<file path="src/rtl/uart_resp_pkg.sv">
// uart_resp_pkg: shared constants and FSM state type for the UART register
// responder.
//   OP_WRITE / OP_READ : command opcodes that open a frame
//   ACK / NAK          : first response byte
//   state_e            : responder FSM states
// Optional feature macro: UART_RESP_CHECKSUM_EN adds the GET_CHK state.
package uart_resp_pkg;

    localparam logic [7:0] OP_WRITE = 8'h57;
    localparam logic [7:0] OP_READ  = 8'h52;
    localparam logic [7:0] ACK      = 8'h06;
    localparam logic [7:0] NAK      = 8'h15;

    typedef enum logic [2:0] {
        S_IDLE,
        S_GET_ADDR,
        S_GET_DATA,
`ifdef UART_RESP_CHECKSUM_EN
        S_GET_CHK,
`endif
        S_RESP0,
        S_RESP1
    } state_e;

endpackage

</file>
<file path="src/rtl/uart_resp_regfile.sv">
// uart_resp_regfile: 2**ADDR_WIDTH x DATA_WIDTH register array.
//   clk, rst_n       : clock, synchronous active-low reset (clears all entries)
//   we_i/waddr_i/wdata_i : synchronous write port
//   raddr_a_i/rdata_a_o  : combinational read port (internal)
//   raddr_b_i/rdata_b_o  : combinational read port (fabric)
// Reads return the pre-write value during the write cycle.
module uart_resp_regfile #(
    parameter int ADDR_WIDTH = 4,
    parameter int DATA_WIDTH = 8
) (
    input  logic                  clk,
    input  logic                  rst_n,
    input  logic                  we_i,
    input  logic [ADDR_WIDTH-1:0] waddr_i,
    input  logic [DATA_WIDTH-1:0] wdata_i,
    input  logic [ADDR_WIDTH-1:0] raddr_a_i,
    output logic [DATA_WIDTH-1:0] rdata_a_o,
    input  logic [ADDR_WIDTH-1:0] raddr_b_i,
    output logic [DATA_WIDTH-1:0] rdata_b_o
);

    logic [DATA_WIDTH-1:0] mem_q [2**ADDR_WIDTH];

    always_ff @(posedge clk) begin
        if (!rst_n) begin
            for (int i = 0; i < 2**ADDR_WIDTH; i++) mem_q[i] <= '0;
        end else if (we_i) begin
            mem_q[waddr_i] <= wdata_i;
        end
    end

    assign rdata_a_o = mem_q[raddr_a_i];
    assign rdata_b_o = mem_q[raddr_b_i];

endmodule

</file>
<file path="src/rtl/uart_reg_responder.sv">
// uart_reg_responder: parses 'W'/'R' command frames from a UART byte stream,
// accesses a local register file and returns ACK(+data) or NAK bytes.
//   clk, rst_n                      : clock, synchronous active-low reset
//   rx_valid, rx_data, rx_parity_err: received byte strobe (no backpressure)
//   tx_valid, tx_data, tx_ready     : response byte handshake
//   wr_strobe, wr_addr              : one-cycle register-write notification
//   rd_addr, rd_data                : fabric combinational read port
//   frame_err                       : pulse on NAK, timeout or dropped byte
// Optional feature macro: UART_RESP_CHECKSUM_EN (trailing XOR CHK byte).
module uart_reg_responder
    import uart_resp_pkg::*;
#(
    parameter int DATA_WIDTH     = 8,
    parameter int ADDR_WIDTH     = 4,
    parameter int TIMEOUT_CYCLES = 110_000
) (
    input  logic                  clk,
    input  logic                  rst_n,
    input  logic                  rx_valid,
    input  logic [DATA_WIDTH-1:0] rx_data,
    input  logic                  rx_parity_err,
    output logic                  tx_valid,
    output logic [DATA_WIDTH-1:0] tx_data,
    input  logic                  tx_ready,
    output logic                  wr_strobe,
    output logic [ADDR_WIDTH-1:0] wr_addr,
    input  logic [ADDR_WIDTH-1:0] rd_addr,
    output logic [DATA_WIDTH-1:0] rd_data,
    output logic                  frame_err
);

    localparam int CW = $clog2(TIMEOUT_CYCLES + 1);

    state_e                state_q;
    logic                  is_wr_q;
    logic                  two_q;      // read response: data byte follows ACK
    logic [ADDR_WIDTH-1:0] addr_q;
    logic [DATA_WIDTH-1:0] rd_byte_q;
    logic [CW-1:0]         cnt_q;
    logic                  tx_valid_q;
    logic [DATA_WIDTH-1:0] tx_data_q;
    logic                  wr_strobe_q;
    logic [ADDR_WIDTH-1:0] wr_addr_q;
    logic                  frame_err_q;
`ifdef UART_RESP_CHECKSUM_EN
    logic [DATA_WIDTH-1:0] data_q;
    logic [DATA_WIDTH-1:0] chk_q;
    logic [DATA_WIDTH-1:0] chk_d;
`endif

    logic                  in_get, byte_ok, chk_bad, exec_wr, exec_rd, nak_d;
    logic [ADDR_WIDTH-1:0] int_rd_addr;
    logic [DATA_WIDTH-1:0] int_rd_data, wr_data_d;

    // Frame decode: which byte completes the frame, and whether it fails.
    always_comb begin
        in_get  = (state_q == S_GET_ADDR) || (state_q == S_GET_DATA);
        byte_ok = rx_valid && !rx_parity_err;
`ifdef UART_RESP_CHECKSUM_EN
        in_get      = in_get || (state_q == S_GET_CHK);
        chk_d       = chk_q ^ rx_data;
        chk_bad     = (state_q == S_GET_CHK) && (rx_data != chk_q);
        exec_wr     = byte_ok && (state_q == S_GET_CHK) && !chk_bad && is_wr_q;
        exec_rd     = byte_ok && (state_q == S_GET_CHK) && !chk_bad && !is_wr_q;
        int_rd_addr = addr_q;
        wr_data_d   = data_q;
`else
        // Without CHK the frame's last byte is still on rx_data at execute.
        chk_bad     = 1'b0;
        exec_wr     = byte_ok && (state_q == S_GET_DATA);
        exec_rd     = byte_ok && (state_q == S_GET_ADDR) && !is_wr_q;
        int_rd_addr = rx_data[ADDR_WIDTH-1:0];
        wr_data_d   = rx_data;
`endif
        nak_d = in_get && rx_valid && (rx_parity_err || chk_bad);
    end

    uart_resp_regfile #(
        .ADDR_WIDTH(ADDR_WIDTH),
        .DATA_WIDTH(DATA_WIDTH)
    ) u_regfile (
        .clk      (clk),
        .rst_n    (rst_n),
        .we_i     (exec_wr),
        .waddr_i  (addr_q),
        .wdata_i  (wr_data_d),
        .raddr_a_i(int_rd_addr),
        .rdata_a_o(int_rd_data),
        .raddr_b_i(rd_addr),
        .rdata_b_o(rd_data)
    );

    always_ff @(posedge clk) begin
        if (!rst_n) begin
            state_q     <= S_IDLE;
            is_wr_q     <= 1'b0;
            two_q       <= 1'b0;
            addr_q      <= '0;
            rd_byte_q   <= '0;
            cnt_q       <= '0;
            tx_valid_q  <= 1'b0;
            tx_data_q   <= '0;
            wr_strobe_q <= 1'b0;
            wr_addr_q   <= '0;
            frame_err_q <= 1'b0;
`ifdef UART_RESP_CHECKSUM_EN
            data_q      <= '0;
            chk_q       <= '0;
`endif
        end else begin
            wr_strobe_q <= 1'b0;
            frame_err_q <= 1'b0;
            cnt_q       <= '0;
            if (nak_d) begin
                tx_valid_q  <= 1'b1;
                tx_data_q   <= NAK;
                two_q       <= 1'b0;
                frame_err_q <= 1'b1;
                state_q     <= S_RESP0;
            end else if (exec_wr || exec_rd) begin
                tx_valid_q  <= 1'b1;
                tx_data_q   <= ACK;
                two_q       <= exec_rd;
                rd_byte_q   <= int_rd_data;
                wr_strobe_q <= exec_wr;
                if (exec_wr) wr_addr_q <= addr_q;
                state_q     <= S_RESP0;
            end else if (in_get && !rx_valid) begin
                // Inter-byte gap: abandon the frame silently once it expires.
                if (cnt_q == CW'(TIMEOUT_CYCLES - 1)) begin
                    frame_err_q <= 1'b1;
                    state_q     <= S_IDLE;
                end else begin
                    cnt_q <= cnt_q + 1'b1;
                end
            end else begin
                case (state_q)
                    S_IDLE: begin
                        if (byte_ok && (rx_data == OP_WRITE || rx_data == OP_READ)) begin
                            is_wr_q <= (rx_data == OP_WRITE);
`ifdef UART_RESP_CHECKSUM_EN
                            chk_q   <= rx_data;
`endif
                            state_q <= S_GET_ADDR;
                        end
                    end
                    S_GET_ADDR: begin
                        addr_q  <= rx_data[ADDR_WIDTH-1:0];
`ifdef UART_RESP_CHECKSUM_EN
                        chk_q   <= chk_d;
                        state_q <= is_wr_q ? S_GET_DATA : S_GET_CHK;
`else
                        state_q <= S_GET_DATA;
`endif
                    end
`ifdef UART_RESP_CHECKSUM_EN
                    S_GET_DATA: begin
                        data_q  <= rx_data;
                        chk_q   <= chk_d;
                        state_q <= S_GET_CHK;
                    end
`endif
                    S_RESP0: begin
                        if (rx_valid) frame_err_q <= 1'b1;
                        if (tx_ready) begin
                            if (two_q) begin
                                tx_data_q <= rd_byte_q;
                                state_q   <= S_RESP1;
                            end else begin
                                tx_valid_q <= 1'b0;
                                state_q    <= S_IDLE;
                            end
                        end
                    end
                    S_RESP1: begin
                        if (rx_valid) frame_err_q <= 1'b1;
                        if (tx_ready) begin
                            tx_valid_q <= 1'b0;
                            state_q    <= S_IDLE;
                        end
                    end
                    default: state_q <= S_IDLE;
                endcase
            end
        end
    end

    assign tx_valid  = tx_valid_q;
    assign tx_data   = tx_data_q;
    assign wr_strobe = wr_strobe_q;
    assign wr_addr   = wr_addr_q;
    assign frame_err = frame_err_q;

endmodule

</file>
<file path="config.mk">
export PLATFORM = sky130hd
export DESIGN_NAME = uart_reg_responder
export DESIGN_NICKNAME = d
export VERILOG_FILES = /design/src/rtl/uart_resp_pkg.sv /design/src/rtl/uart_resp_regfile.sv /design/src/rtl/uart_reg_responder.sv
export SDC_FILE = /design/constraint.sdc
export NUM_CORES = 1
export LEC_CHECK = 0
export ABC_CLOCK_PERIOD_IN_PS = 5750
export CAP_MARGIN = 20
export CORE_ASPECT_RATIO = 0.75
export CORE_UTILIZATION = 57
export CTS_CLUSTER_SIZE = 14
export DETAILED_ROUTE_END_ITERATION = 6
export PLACE_DENSITY = 0.81
export SYNTH_ARGS = -nofsm -noshare
export SYNTH_HDL_FRONTEND = slang
export SYNTH_HIERARCHICAL = 1
export SYNTH_SLANG_ARGS = --single-unit
export TNS_END_PERCENT = 1
</file>
<file path="constraint.sdc">
create_clock -name clk -period 5.75 [get_ports clk]
set_input_delay 1.4375 -clock clk [delete_from_list [all_inputs] [get_ports clk]]
set_output_delay 1.4375 -clock clk [all_outputs]
set_load 0.03 [all_outputs]
</file>
==> results.yml <==
worst_setup_path:
  cp_max_fo: 13
  cp_slowest_cell: "clkdlybuf4s50_1"
  crit_buf_inv: 2
  worst_setup_path_end_kind: "primary output"
  path_delay_family: "buffers and inverters"
  critPathLaunchType: "input pin"
  crit_arrival_ns: 3.94
  reg2reg_slack_ns: 2.63
  crit_path_max_incr_delay_ns: 0.87
  critPathRequiredTime_ns: 4.31
  path_common_cell: "clkdlybuf4s50_1"
  crit_chain: "clkdlybuf4s50_1 -> mux4_4 -> a22oi_1 -> nand2_1 -> clkdlybuf4s50_1"
  crit_type: "in2out"
power:
  netSwitchingFraction_pct: 27.4
  peakVddDrop_uv: 230
  power_density_nw_per_um2: 296
  p_switching_w: 0.000828
  combPwrFrac_pct: 14.3
  p_leak_nw: 3.75
  power_frac_seq_pct: 48.8
  intPower_w: 0.00220
  power_frac_clock_pct: 36.8
floorplan:
  row_count: 39
  die_w_um: 148
  start_util_pct: 59.0
  core_area_um2: 15400
  die_h_um: 111
  io_pins: 40
  die-area_um2: 16400
clocking:
  clk_pin_slew_worst_paths_ns: 0.07
  clk_path_buf_depth: 2
  cts_resized: 0
  htreeDepth: 4
  cts_made_buffers: 17
  clk_latency_ns: 0.44
  cts_tree: "done"
  hold_buffers: 0
  cts.sinks: 177
  cts-root-buf: "clkbuf_16"
  post_cts_buffers: 0
cells_and_area:
  drive_gt1_share_pct: 13.7
  final_common_cell: "and2_1"
  nNetsFinal: 755
  final_cell_mix: "and2_1, edfxtp_1, nand2_1, nor2_1, dfxtp_1"
  final_util_pct: 66.5
  area_delta_synth_final_pct: 12.6
  n_antenna_cell: 0
yosys:
  synth_top_flop_cell: "edfxtp_1"
  ys_types: 47
  synth_warnings: 6
  syn_area_um2: 9070
  synth_area_per_cell_um2: 13.0
  synth_seq_area_share_pct: 53.2
  async_flop_share_pct: 0
  syn_inst: 696
  syn_nets: 714
  synth_edf_count: 128
  synth_seq_cells: 177
placed_design:
  io_buffers: 39
  dp.final_hpwl_um: 14900
  place_congestion: 0.954
  pre_cts_ws_ns: 0.441
run_status:
  status: "finished, final reports clean"
timing:
  clock.fmax_mhz: 186
  period_needed_ns: 5.38
  setup_viol: 0
  final.period_utilization_pct: 93.6
  tightestPinTransition_ns: 1.09
  rsz0062_at_grt: "false"
  finClkSkew_ns: 0.00938
  slew_headroom_pct: 27.5
  hold_violations: 0
  tns_ns: 0
  worst_slack_ns: 0.369
  maxSlewViolCount: 0
global_route:
  track_usage_pct: 28.6
  grt_overflow: 0
  grt_pass1_wl_um: 34400
  antenna_found_initial: 0
  grt_pass1_vias: 6100
  grt_start_max_net_pins: 51
routing:
  ant_nets: 0
  first_pass_iters: 6
  wl_um: 22200
  wl_per_cell_um: 23.3
  drc: 0
  drt-initial-drc-count: 770
  route.vias.total: 6196
  avgViaCountPerCell: 6.49
worst_hold_path:
  min_path_type: "reg2reg"
job:
  max_cap_viol_count: 0
## tightest hold or removal path, delay by kind of cell (launching register included)
| family | cells | cell delay, ns |
|---|---|---|
| AO/OA/AOI/OAI | 1 | 0.06 |
| flip-flops | 1 | 0.31 |
| AND/OR/NAND/NOR | 1 | 0.05 |
## layer usage
metal / up-vias / part of all wire (%) / global-route usage [%]
met3: 69 / 9.1 / 7.08
li1: 2704 / - / -
met1: 3073 / 40 / 38.2
met4: 0 / 3.6 / 13.3
met2: 350 / 47 / 44.3
met5: - / 0 / 0
## area by class of cell
cell class                      instances  area [µm²]
Clock buffer                           18         450
Clock inverter                         14         121
Fill cell                            1053        5150
Inverter                                4        15.0
Multi-Input combinational cell        475        3990
Sequential cell                       177        4820
Tap cell                              205         256
Timing Repair Buffer                   62         558
## synth_stat cells, drive strengths merged, types with 2 or more instances
| master | number | area share, % |
|---|---|---|
| and2 | 131 | 9.0 |
| edfxtp | 128 | 42 |
| mux4 | 64 | 17 |
| nand2 | 53 | 2.2 |
| nor2 | 53 | 2.3 |
| dfxtp | 49 | 11 |
| a22oi | 33 | 2.7 |
| buf | 21 | 1.7 |
| o21ai | 20 | 1.1 |
| clkbuf | 16 | 0.68 |
| nand3 | 15 | 0.94 |
| a21oi | 13 | 0.72 |
| mux2i | 13 | 1.4 |
| nor3 | 12 | 0.77 |
| xor2 | 9 | 0.87 |
| nand2b | 8 | 0.55 |
| xnor2 | 8 | 0.77 |
| nand4 | 5 | 0.34 |
| and3 | 4 | 0.28 |
| inv | 4 | 0.17 |
| nor2b | 4 | 0.28 |
| a31oi | 3 | 0.21 |
| and2b | 3 | 0.26 |
| clkdlybuf4s25 | 3 | 0.33 |
| nor4bb | 3 | 0.33 |
| o21a | 3 | 0.25 |
| a21boi | 2 | 0.17 |
| nand3b | 2 | 0.17 |
| nand4b | 2 | 0.19 |
| nand4bb | 2 | 0.25 |
| nor4 | 2 | 0.14 |
| or2 | 2 | 0.14 |
| or3 | 2 | 0.14 |
## power by group through the flow
stage / clock (W) / sequential [W] / combinational (W)
finish: 0.00111 / 0.00148 / 0.000433
global route: 0.00117 / 0.00148 / 0.000463
CTS: 0.00113 / 0.00147 / 0.000426
detailed placement: 0 / 0.00150 / 0.000422
global placement: 0 / 0.00150 / 0.000410
floorplan: 0 / 0.00149 / 0.000292
## sequential cells by signal, indices dropped and copies added (netlist names)
signal / flops
u_regfile/mem_q: 128
cnt_q: 17
state_q: 3
two_q: 1
wr_addr: 4
addr_q: 4
is_wr_q: 1
frame_err: 1
wr_strobe: 1
tx_valid: 1
tx_data: 8
rd_byte_q: 8
## stage by stage
step                total power [W]  hold WS (ns)  std cells  area, µm²
floorplan                   0.00178         0.432        696       9070
global placement            0.00191         0.448        920       9620
detailed placement          0.00192         0.448        920       9620
CTS                         0.00302         0.463        952      10200
global route                0.00312         0.489        955      10200
finish                      0.00302         0.461        955      10200
## logic make-up (layout without fill, tap and decap cells)
kind of cell             count (synthesis)  count (layout)  synth area share, %
AO/OA/AOI/OAI                           76              76                 5.36
XOR/XNOR                                17              17                 1.64
adder cells (fa/ha/maj)                  1               1                0.138
buffers and inverters                   44              98                 2.87
flip-flops                             177             177                 53.2
multiplexers                            77              77                 18.5
AND/OR/NAND/NOR                        304             304                 18.4
## final timing paths
path,from,depth (start not counted),to
setup / recovery,rd_addr[1],5,rd_data[0]
hold / removal,tx_data[5],2,tx_data[5]
setup reg to reg,state_q[2],7,u_regfile/mem_q[4][3]
hold reg to reg,tx_data[5],2,tx_data[5]
Note: power is estimated with default switching activity, not from simulation.
